<file path="src/rtl/lb_pkg.sv">
// Shared constants for the local write bus shadow register bank.
// Bus widths, window size and control-register layout.
package lb_pkg;
    localparam int          LB_DW          = 32;
    localparam int          LB_AW          = 16;
    localparam int          LB_WIN_BITS    = 4;
    localparam int          LB_NREG        = 1 << LB_WIN_BITS;
    localparam logic [3:0]  LB_CTRL        = 4'd0;
    localparam int          LB_CTRL_COMMIT = 0;
endpackage

</file>
<file path="src/rtl/lb_shadow_regs_sat_counter.sv">
// Saturating event counter; a clear that coincides with an event
// loads 1 so the event is not lost.
module sat_counter #(
    parameter int width = 16
) (
    input  logic             clk,
    input  logic             rst_n,
    input  logic             inc,
    input  logic             clr,
    output logic [width-1:0] cnt
);
    logic [width-1:0] r_cnt;

    always_ff @(posedge clk or negedge rst_n) begin
        if (!rst_n) begin
            r_cnt <= '0;
        end else if (clr) begin
            r_cnt <= inc ? width'(1) : '0;
        end else if (inc && (r_cnt != '1)) begin
            r_cnt <= r_cnt + width'(1);
        end
    end

    assign cnt = r_cnt;
endmodule

</file>
<file path="src/rtl/lb_shadow_regs.sv">
// Local-bus register endpoint: shadow registers committed to the
// active set on apply, plus collision tracking and readback.
module lb_shadow_regs
    import lb_pkg::*;
#(
    parameter int addr_hi = 1,
    parameter int cnt_w   = 16
) (
    input  logic                    clk,
    input  logic                    rst_n,
    input  logic [LB_DW-1:0]        lb_data,
    input  logic                    lb_write,
    input  logic [LB_AW-1:0]        lb_addr,
    input  logic                    collision,
    input  logic                    apply,
    input  logic                    clear_cnt,
    input  logic [LB_WIN_BITS-1:0]  rd_addr,
    input  logic                    rd_shadow,
    output logic [LB_DW-1:0]        rd_data,
    output logic [LB_NREG*LB_DW-1:0] reg_flat,
    output logic                    update_stb,
    output logic                    pending,
    output logic                    collision_seen,
    output logic [cnt_w-1:0]        write_cnt,
    output logic [cnt_w-1:0]        collision_cnt
);
    logic [LB_DW-1:0]   r_shadow [LB_NREG];
    logic [LB_DW-1:0]   r_active [LB_NREG];
    logic [LB_NREG-1:0] r_dirty;
    logic               r_pending;
    logic               r_update_stb;
    logic               r_seen;
    logic [LB_DW-1:0]   r_rd_data;

    logic                   w_local;
    logic [LB_WIN_BITS-1:0] w_off;
    logic                   w_wr_data;
    logic                   w_force;
    logic                   w_commit;
    logic [LB_NREG-1:0]     w_dirty_nxt;
    logic [LB_DW-1:0]       w_rd_nxt;

    assign w_off     = lb_addr[LB_WIN_BITS-1:0];
    assign w_local   = lb_write &&
                       (lb_addr[LB_AW-1:LB_WIN_BITS] ==
                        (LB_AW-LB_WIN_BITS)'(addr_hi));
    assign w_wr_data = w_local && (w_off != LB_CTRL);
    assign w_force   = w_local && (w_off == LB_CTRL) &&
                       lb_data[LB_CTRL_COMMIT];
    assign w_commit  = (apply || w_force) && r_pending;

    // A write landing with a commit survives as the only dirty bit.
    always_comb begin
        w_dirty_nxt = w_commit ? '0 : r_dirty;
        if (w_wr_data) begin
            w_dirty_nxt[w_off] = 1'b1;
        end
    end

    always_comb begin
        w_rd_nxt = '0;
        if (rd_addr == LB_CTRL) begin
            w_rd_nxt = {16'(collision_cnt), 16'(write_cnt)};
        end else if (rd_shadow) begin
            w_rd_nxt = r_shadow[rd_addr];
        end else begin
            w_rd_nxt = r_active[rd_addr];
        end
    end

    always_ff @(posedge clk or negedge rst_n) begin
        if (!rst_n) begin
            for (int k = 0; k < LB_NREG; k++) begin
                r_shadow[k] <= '0;
                r_active[k] <= '0;
            end
            r_dirty      <= '0;
            r_pending    <= 1'b0;
            r_update_stb <= 1'b0;
            r_seen       <= 1'b0;
            r_rd_data    <= '0;
        end else begin
            for (int k = 1; k < LB_NREG; k++) begin
                if (w_commit && r_dirty[k]) begin
                    r_active[k] <= r_shadow[k];
                end
            end
            if (w_wr_data) begin
                r_shadow[w_off] <= lb_data;
            end
            r_dirty      <= w_dirty_nxt;
            r_pending    <= |w_dirty_nxt;
            r_update_stb <= w_commit;
            r_seen       <= clear_cnt ? collision : (r_seen | collision);
            r_rd_data    <= w_rd_nxt;
        end
    end

    sat_counter #(.width(cnt_w)) u_write_cnt (
        .clk   (clk),
        .rst_n (rst_n),
        .inc   (w_local),
        .clr   (clear_cnt),
        .cnt   (write_cnt)
    );

    sat_counter #(.width(cnt_w)) u_coll_cnt (
        .clk   (clk),
        .rst_n (rst_n),
        .inc   (collision),
        .clr   (clear_cnt),
        .cnt   (collision_cnt)
    );

    assign reg_flat[LB_DW-1:0] = '0;
    for (genvar g = 1; g < LB_NREG; g++) begin : g_flat
        assign reg_flat[g*LB_DW +: LB_DW] = r_active[g];
    end

    assign rd_data        = r_rd_data;
    assign update_stb     = r_update_stb;
    assign pending        = r_pending;
    assign collision_seen = r_seen;
endmodule

</file>
<file path="config.mk">
export PLATFORM = sky130hd
export DESIGN_NAME = lb_shadow_regs
export DESIGN_NICKNAME = d
export VERILOG_FILES = /design/src/rtl/lb_pkg.sv /design/src/rtl/lb_shadow_regs_sat_counter.sv /design/src/rtl/lb_shadow_regs.sv
export SDC_FILE = /design/constraint.sdc
export NUM_CORES = 2
export LEC_CHECK = 0
export ABC_AREA = 1
export BUFFER_PORTS_ARGS = -buffer_cell sky130_fd_sc_hd__buf_2
export CAP_MARGIN = 20
export CORE_MARGIN = 3
export CORE_UTILIZATION = 50
export DETAILED_ROUTE_END_ITERATION = 8
export PLACE_DENSITY = 0.76
export SYNTH_ARGS = -nofsm -noshare
export SYNTH_HDL_FRONTEND = slang
export SYNTH_SLANG_ARGS = --single-unit
export TNS_END_PERCENT = 50
</file>
<file path="constraint.sdc">
create_clock -name clk -period 2.2 [get_ports clk]
set_clock_uncertainty 0.1 [all_clocks]
set_input_delay 0.11 -clock clk [delete_from_list [all_inputs] [get_ports clk]]
set_output_delay 0.11 -clock clk [all_outputs]
set_load 0.1 [all_outputs]
</file>
# Yosys cells after proc, flatten, opt, wreduce, memory -nomap -nowiden
# Index checks and enable logic that the tools add are counted.
[word_totals]
register_bits = 1075
in_bits = 59
output_inout_bits = 579
elab_cells = 105
[op_classes]
add_sub_neg = 2
magnitude_cmp = 5
eq_ne = 3
n_mux = 22
n_bitwise = 4
n_reduce_logical = 31
[ops]
columns = ["operator", "count"]
rows = [
  ["$bwmux 512", 1],
  ["$bmux 32 s4", 2],
  ["$mux 32", 7],
  ["$demux 32 s4", 1],
  ["$mux 16", 6],
  ["$add 16x1->16 const B", 2],
  ["$ne 16x16->1 const B", 2],
  ["$logic_and 1x1->1", 24],
  ["$or 16x16->16", 1],
  ["$reduce_or 16->1", 1],
  ["$eq 12x1->1 const B", 1],
  ["$ge 5x5->1 const B", 2],
  ["$not 4->5", 2],
  ["$logic_not 4->1", 2],
  ["$lt 4x5->1 const B", 1],
  ["$lt 5x1->1 const B", 1],
  ["$demux 1 s4", 1],
  ["$ge 4x1->1 const B", 1],
  ["$mux 1", 4],
  ["$reduce_bool 2->1", 2],
  ["$reduce_bool 4->1", 1],
  ["$logic_or 1x1->1", 1],
  ["$or 1x1->1", 1],
]

# Logic depth before layout (Yosys ltp)
[logic_depth]
ltp_word = 10
mapped_depth = 14
mapped_depth_nobuf = 13

# Cells and area by module
# From an unflattened synthesis, not the netlist that was laid out.
[unflattened]
hier_cells = 5919
hier_area_um2 = 48908.2
[by_module_without_submodules]
columns = ["mod", "instances", "cells_each", "area_per_inst_um2", "seq_area_each_um2"]
rows = [
  ["lb_shadow_regs", 1, 5621, 46866.2, 26100.0],
  ["sat_counter", 2, 149, 1021.0, 400.4],
]

# Worst setup path after synthesis
# Ideal clock, no wire load.
[synth_path]
kind = "reg-to-reg"
start = "register u_write_cnt.r_cnt[0], in the netlist u_write_cnt.cnt[0]"
end = "register u_write_cnt.r_cnt[8], in the netlist u_write_cnt.cnt[8]"
setup_ns = 0.122
arrival_ns = 2.393
required_time_ns = 1.978
setup_slack_ns = -0.415
path_stages_with_launch = 14
path_buffers = 1
synth_period_minus_slack_ns = 2.615
cell_sequence = "dfrtp_1 -> ha_1 -> nand2_1 -> nor2_1 -> nand2_1 -> nor2_1 -> nand2_1 -> nand2_1 -> buf_2 -> inv_1 -> nand3_1 -> nor2_1 -> nor2_1 -> nor2_1"
[synth_via]
elab_chain_len = 3
elab_cells_between_ends = 6
classes_between = "add/sub (1); eq/ne (1); mux (2); reduce/logical (2)"
[synth_rtl]
columns = ["item", "line_no", "text"]
rows = [
  ["start, declared", "lb_shadow_regs_sat_counter.sv:12", "logic [width-1:0] r_cnt;"],
  ["start signal, assigned", "lb_shadow_regs_sat_counter.sv:18", "r_cnt <= inc ? width'(1) : '0;"],
  ["start signal, assigned", "lb_shadow_regs_sat_counter.sv:20", "r_cnt <= r_cnt + width'(1);"],
  ["$add 16x1->16 / $ne 16x16->1 (equally long branches)", "lb_shadow_regs_sat_counter.sv:20, lb_shadow_regs_sat_counter.sv:19", ""],
  ["$mux 16 / $logic_and 1x1->1 (equally long branches)", "lb_shadow_regs_sat_counter.sv:19", "end else if (inc && (r_cnt != '1)) begin"],
  ["$mux 16 / $reduce_bool 2->1 (equally long branches)", "n/a", ""],
]
# Several ways; a longest one is shown, not always the timed one. The select of a mux whose other input is x is not followed.
# A chain may end at the register's enable or synchronous reset.

# Final worst setup path
[layout_path]
start = "register r_rd_data[28], in the netlist rd_data[28]"
end = "output rd_data[28]"
[layout_lines]
columns = ["item", "line_no", "text"]
rows = [
  ["start, declared", "lb_shadow_regs.sv:33", "logic [LB_DW-1:0] r_rd_data;"],
  ["start signal, assigned", "lb_shadow_regs.sv:95", "r_rd_data <= w_rd_nxt;"],
  ["end, declared", "lb_shadow_regs.sv:19", "output logic [LB_DW-1:0] rd_data,"],
]
# No word-level cell between the ends.

==> metrics.md <==
| Metric | Value |
|---|---|
| Largest net degree at the start of global routing | 95 |
| Worst Path Buf+Inv | 1 |
| Setup crit start kind | register |
| Crit path kind | register to primary output |
| Cell chain of the critical path | buf_2 |
| CTS tree | done |
| Via/cell ratio | 6.12 |
| Fraction of layout cells with a size suffix above 1 | 0.176 |
| Dpl hpwl | 151000 um |
| Setup violators final | 0 |
| Leakage | 29.6 nW |
| Async SR Flop Fraction | 1.00 |
| Core area | 0.0956 sq mm |
| Sequential-to-total area share from yosys stat | 0.554 |
| Vias in the first global route | 45700 |
| Worst-case clock buffer depth | 3 |
| CP delay by family, top | flip-flops |
| Hold Crit Start | lb_addr[13] |
| CTS root buffer | clkbuf_16 |
| Die H | 318 um |
| Routed Antenna Nets | 0 |
| Detailed Route WL | 214000 um |
| Max-Cap Viols | 0 |
| Syn avg cell area | 8.29 sq um |
| Syn Inst Count | 5857 |
| Clock Sink Count | 1075 |
| Vias post-DR | 48100 |
| Initial DRC count | 7132 |
| Global placer's final weighted congestion | 1.04 |
| Total grt overflow | 0 |
| H-tree depth | 3 |
| Initial DRT Pass Iterations | 8 |
| Max incr delay on CP | 0.70 ns |
| Synth top cells by count | nand2_1, dfrtp_1, o21ai_0, inv_1, clkbuf_1 |
| Yosys cell types | 40 |
| Hold Path Depth | 7 |
| Mapped Area | 0.0485 sq mm |
| Initial cell density of the core | 0.508 |
| Synth warn | 32 |
| Top-area cell type share of the netlist area | 0.554 |
| Reg clk slew, reported paths | 0.06 ns |
| Worst R2R End | u_coll_cnt.cnt[12]$_DFFE_PN0P_ |
| RR Startpoint | u_coll_cnt.cnt[0]$_DFFE_PN0P_ |
| EDFF count, synth | 0 |
| Layout area overhead | 22.2% |
| Die ar. | 0.101 sq mm |
| GRT Util Overall | 0.410 |
| Global-route wire length before repair | 307000 um |
| # IOs | 638 |
| Final hold violation count | 0 |
| Period minus WS final | 2.16 ns |
| Final slew viol count | 0 |
| Max Freq | 463 MHz |
| Count leader, synth | nand2_1 |
| Worst-skew pair later-pin latency | 0.72 ns |
| Worst reg2reg setup slack | 0.16 ns |
| Yosys top cell by area | dfrtp_1 |
| Layout Nets | 6560 |
| # rows | 113 |
| CTS Buf Count | 114 |
| Die extent in x | 318 um |
| Seq cells post-synth | 1075 |
| Total power | 44.3 mW |
| Max-Slew Margin vs Limit | 0.506 |
| Arrival @ worst endpoint | 1.95 ns |
| DRC viols | 0 |
| Outcome | complete, no violations |
| Sink of the worst hold path | r_dirty[3]$_DFF_PN0_ |
| Fin crit share | 0.982 |
| Setup TNS | 0 ns |
| R2r worst-path depth | 10 |
| Initial antenna violation count | 17 |
| Slowest-stage cell, CP | dfrtp_1 |
| RSZ-0062 raised after global routing | no |
| Cell area power density | 747 mW/mm^2 |
| Port Buf Inserts | 605 |
| Primary FF master, synth | dfrtp_1 |
| Worst EP required | 1.99 ns |
| Post-DR wirelength/cell | 27.2 um |
| CP Capture Type | primary output |
| Min-delay worst type | input pin to register |
| Area contributors post-synth | dfrtp_1, nand2_1, o21ai_0 |
| VDD IR max | 0.671 mV |
| Crit path max fanout | 1 |
| Worst Tran Pin Value | 0.742 ns |
state kept, by name (all words and copies together) (netlist names):
name and count:
pending 1, u_write_cnt.cnt 16, update_stb 1, r_dirty 16
rd_data 32, reg_flat 480, collision_seen 1, u_coll_cnt.cnt 16
r_shadow 512
how the worst max path moves through the flow:
stage | startpoint | to | slack (ns) | cells past startpoint
4_1_cts | rd_data[28]$_DFF_PN0_ | rd_data[28] | 0.09 | 1
3_3_place_gp | lb_data[0] | reg_flat[293]$_DFFE_PN0P_ | 0.06 | 11
6_report | rd_data[28]$_DFF_PN0_ | rd_data[28] | 0.04 | 1
5_1_grt | u_write_cnt.cnt[1]$_DFFE_PN0P_ | u_write_cnt.cnt[12]$_DFFE_PN0P_ | 0.004 | 11
2_1_floorplan | u_write_cnt.cnt[11]$_DFFE_PN0P_ | u_write_cnt.cnt[8]$_DFFE_PN0P_ | -0.001 | 10
3_5_place_dp | lb_data[0] | reg_flat[293]$_DFFE_PN0P_ | 0.02 | 11
logic make-up (layout without fill, tap and decap cells):
kind of cell,Yosys count,after routing,share of synthesized area
compound gates,1604,1604,0.180
xor+xnor,2,2,0.000361
fa+ha+maj,2,2,0.000516
buf+inv,965,1669,0.0814
flops,1075,1075,0.554
other cells,1,35,0.0000773
simple gates,2208,2208,0.183
where the power goes:
part           internal [mW]  switching (mW)
Sequential              19.8           0.183
Clock                   12.1            8.40
Combinational          0.884            2.88
per-stage QoR:
| stage | hold WS, ns | std cells | util | cell area (sq um) | worst slack, ns |
|---|---|---|---|---|---|
| detailed placement | -0.0395 | 7586 | 0.571 | 54600 | 0.0210 |
| finish | 0.0180 | 7860 | 0.620 | 59300 | 0.0398 |
| floorplan | -0.286 | 5888 | - | 48700 | -0.00108 |
| global route | 0.0441 | 7857 | 0.620 | 59300 | 0.00367 |
| global placement | -0.0386 | 7586 | 0.571 | 54600 | 0.0605 |
| CTS | 0.0159 | 7851 | 0.619 | 59100 | 0.0876 |
layout by cell type (no fill, tap or decap), types with 121 or more instances in the layout:
cell type	count
buf_4	214
o21ai_1	159
dfrtp_1	1057
buf_2	601
nand2_1	1531
clkbuf_16	121
nand3_1	298
o21ai_0	874
nor2_1	296
a21oi_1	308
inv_1	485
layout make-up:
type	instances	area, sq um
antenna	3	7.51
clock buffer	160	3340
clock inverter	49	624
fill	8224	36300
inverter	495	1880
multi-input combinational	3848	17900
sequential	1075	26900
tap	1265	1580
timing repair buffer	965	7060
layer usage:
metal / track usage / share of wire / up-vias
met5: 0.0113 / 0.0013 / -
met4: 0.305 / 0.094 / 18
met3: 0.139 / 0.13 / 885
met2: 0.616 / 0.43 / 3605
met1: 0.491 / 0.34 / 23100
li1: - / - / 20500
timing repair:
| item | 4_1_cts | 5_1_grt |
|---|---|---|
| hold buffers | 56 | 0 |
| endpoints found under the hold margin | 1432 | 0 |
| resized for setup | 0 | 11 |
| setup endpoints to repair | 0 | 85 |
| buffers inserted | 0 | 2 |
No activity file was read; power rests on OpenSTA's default activity.
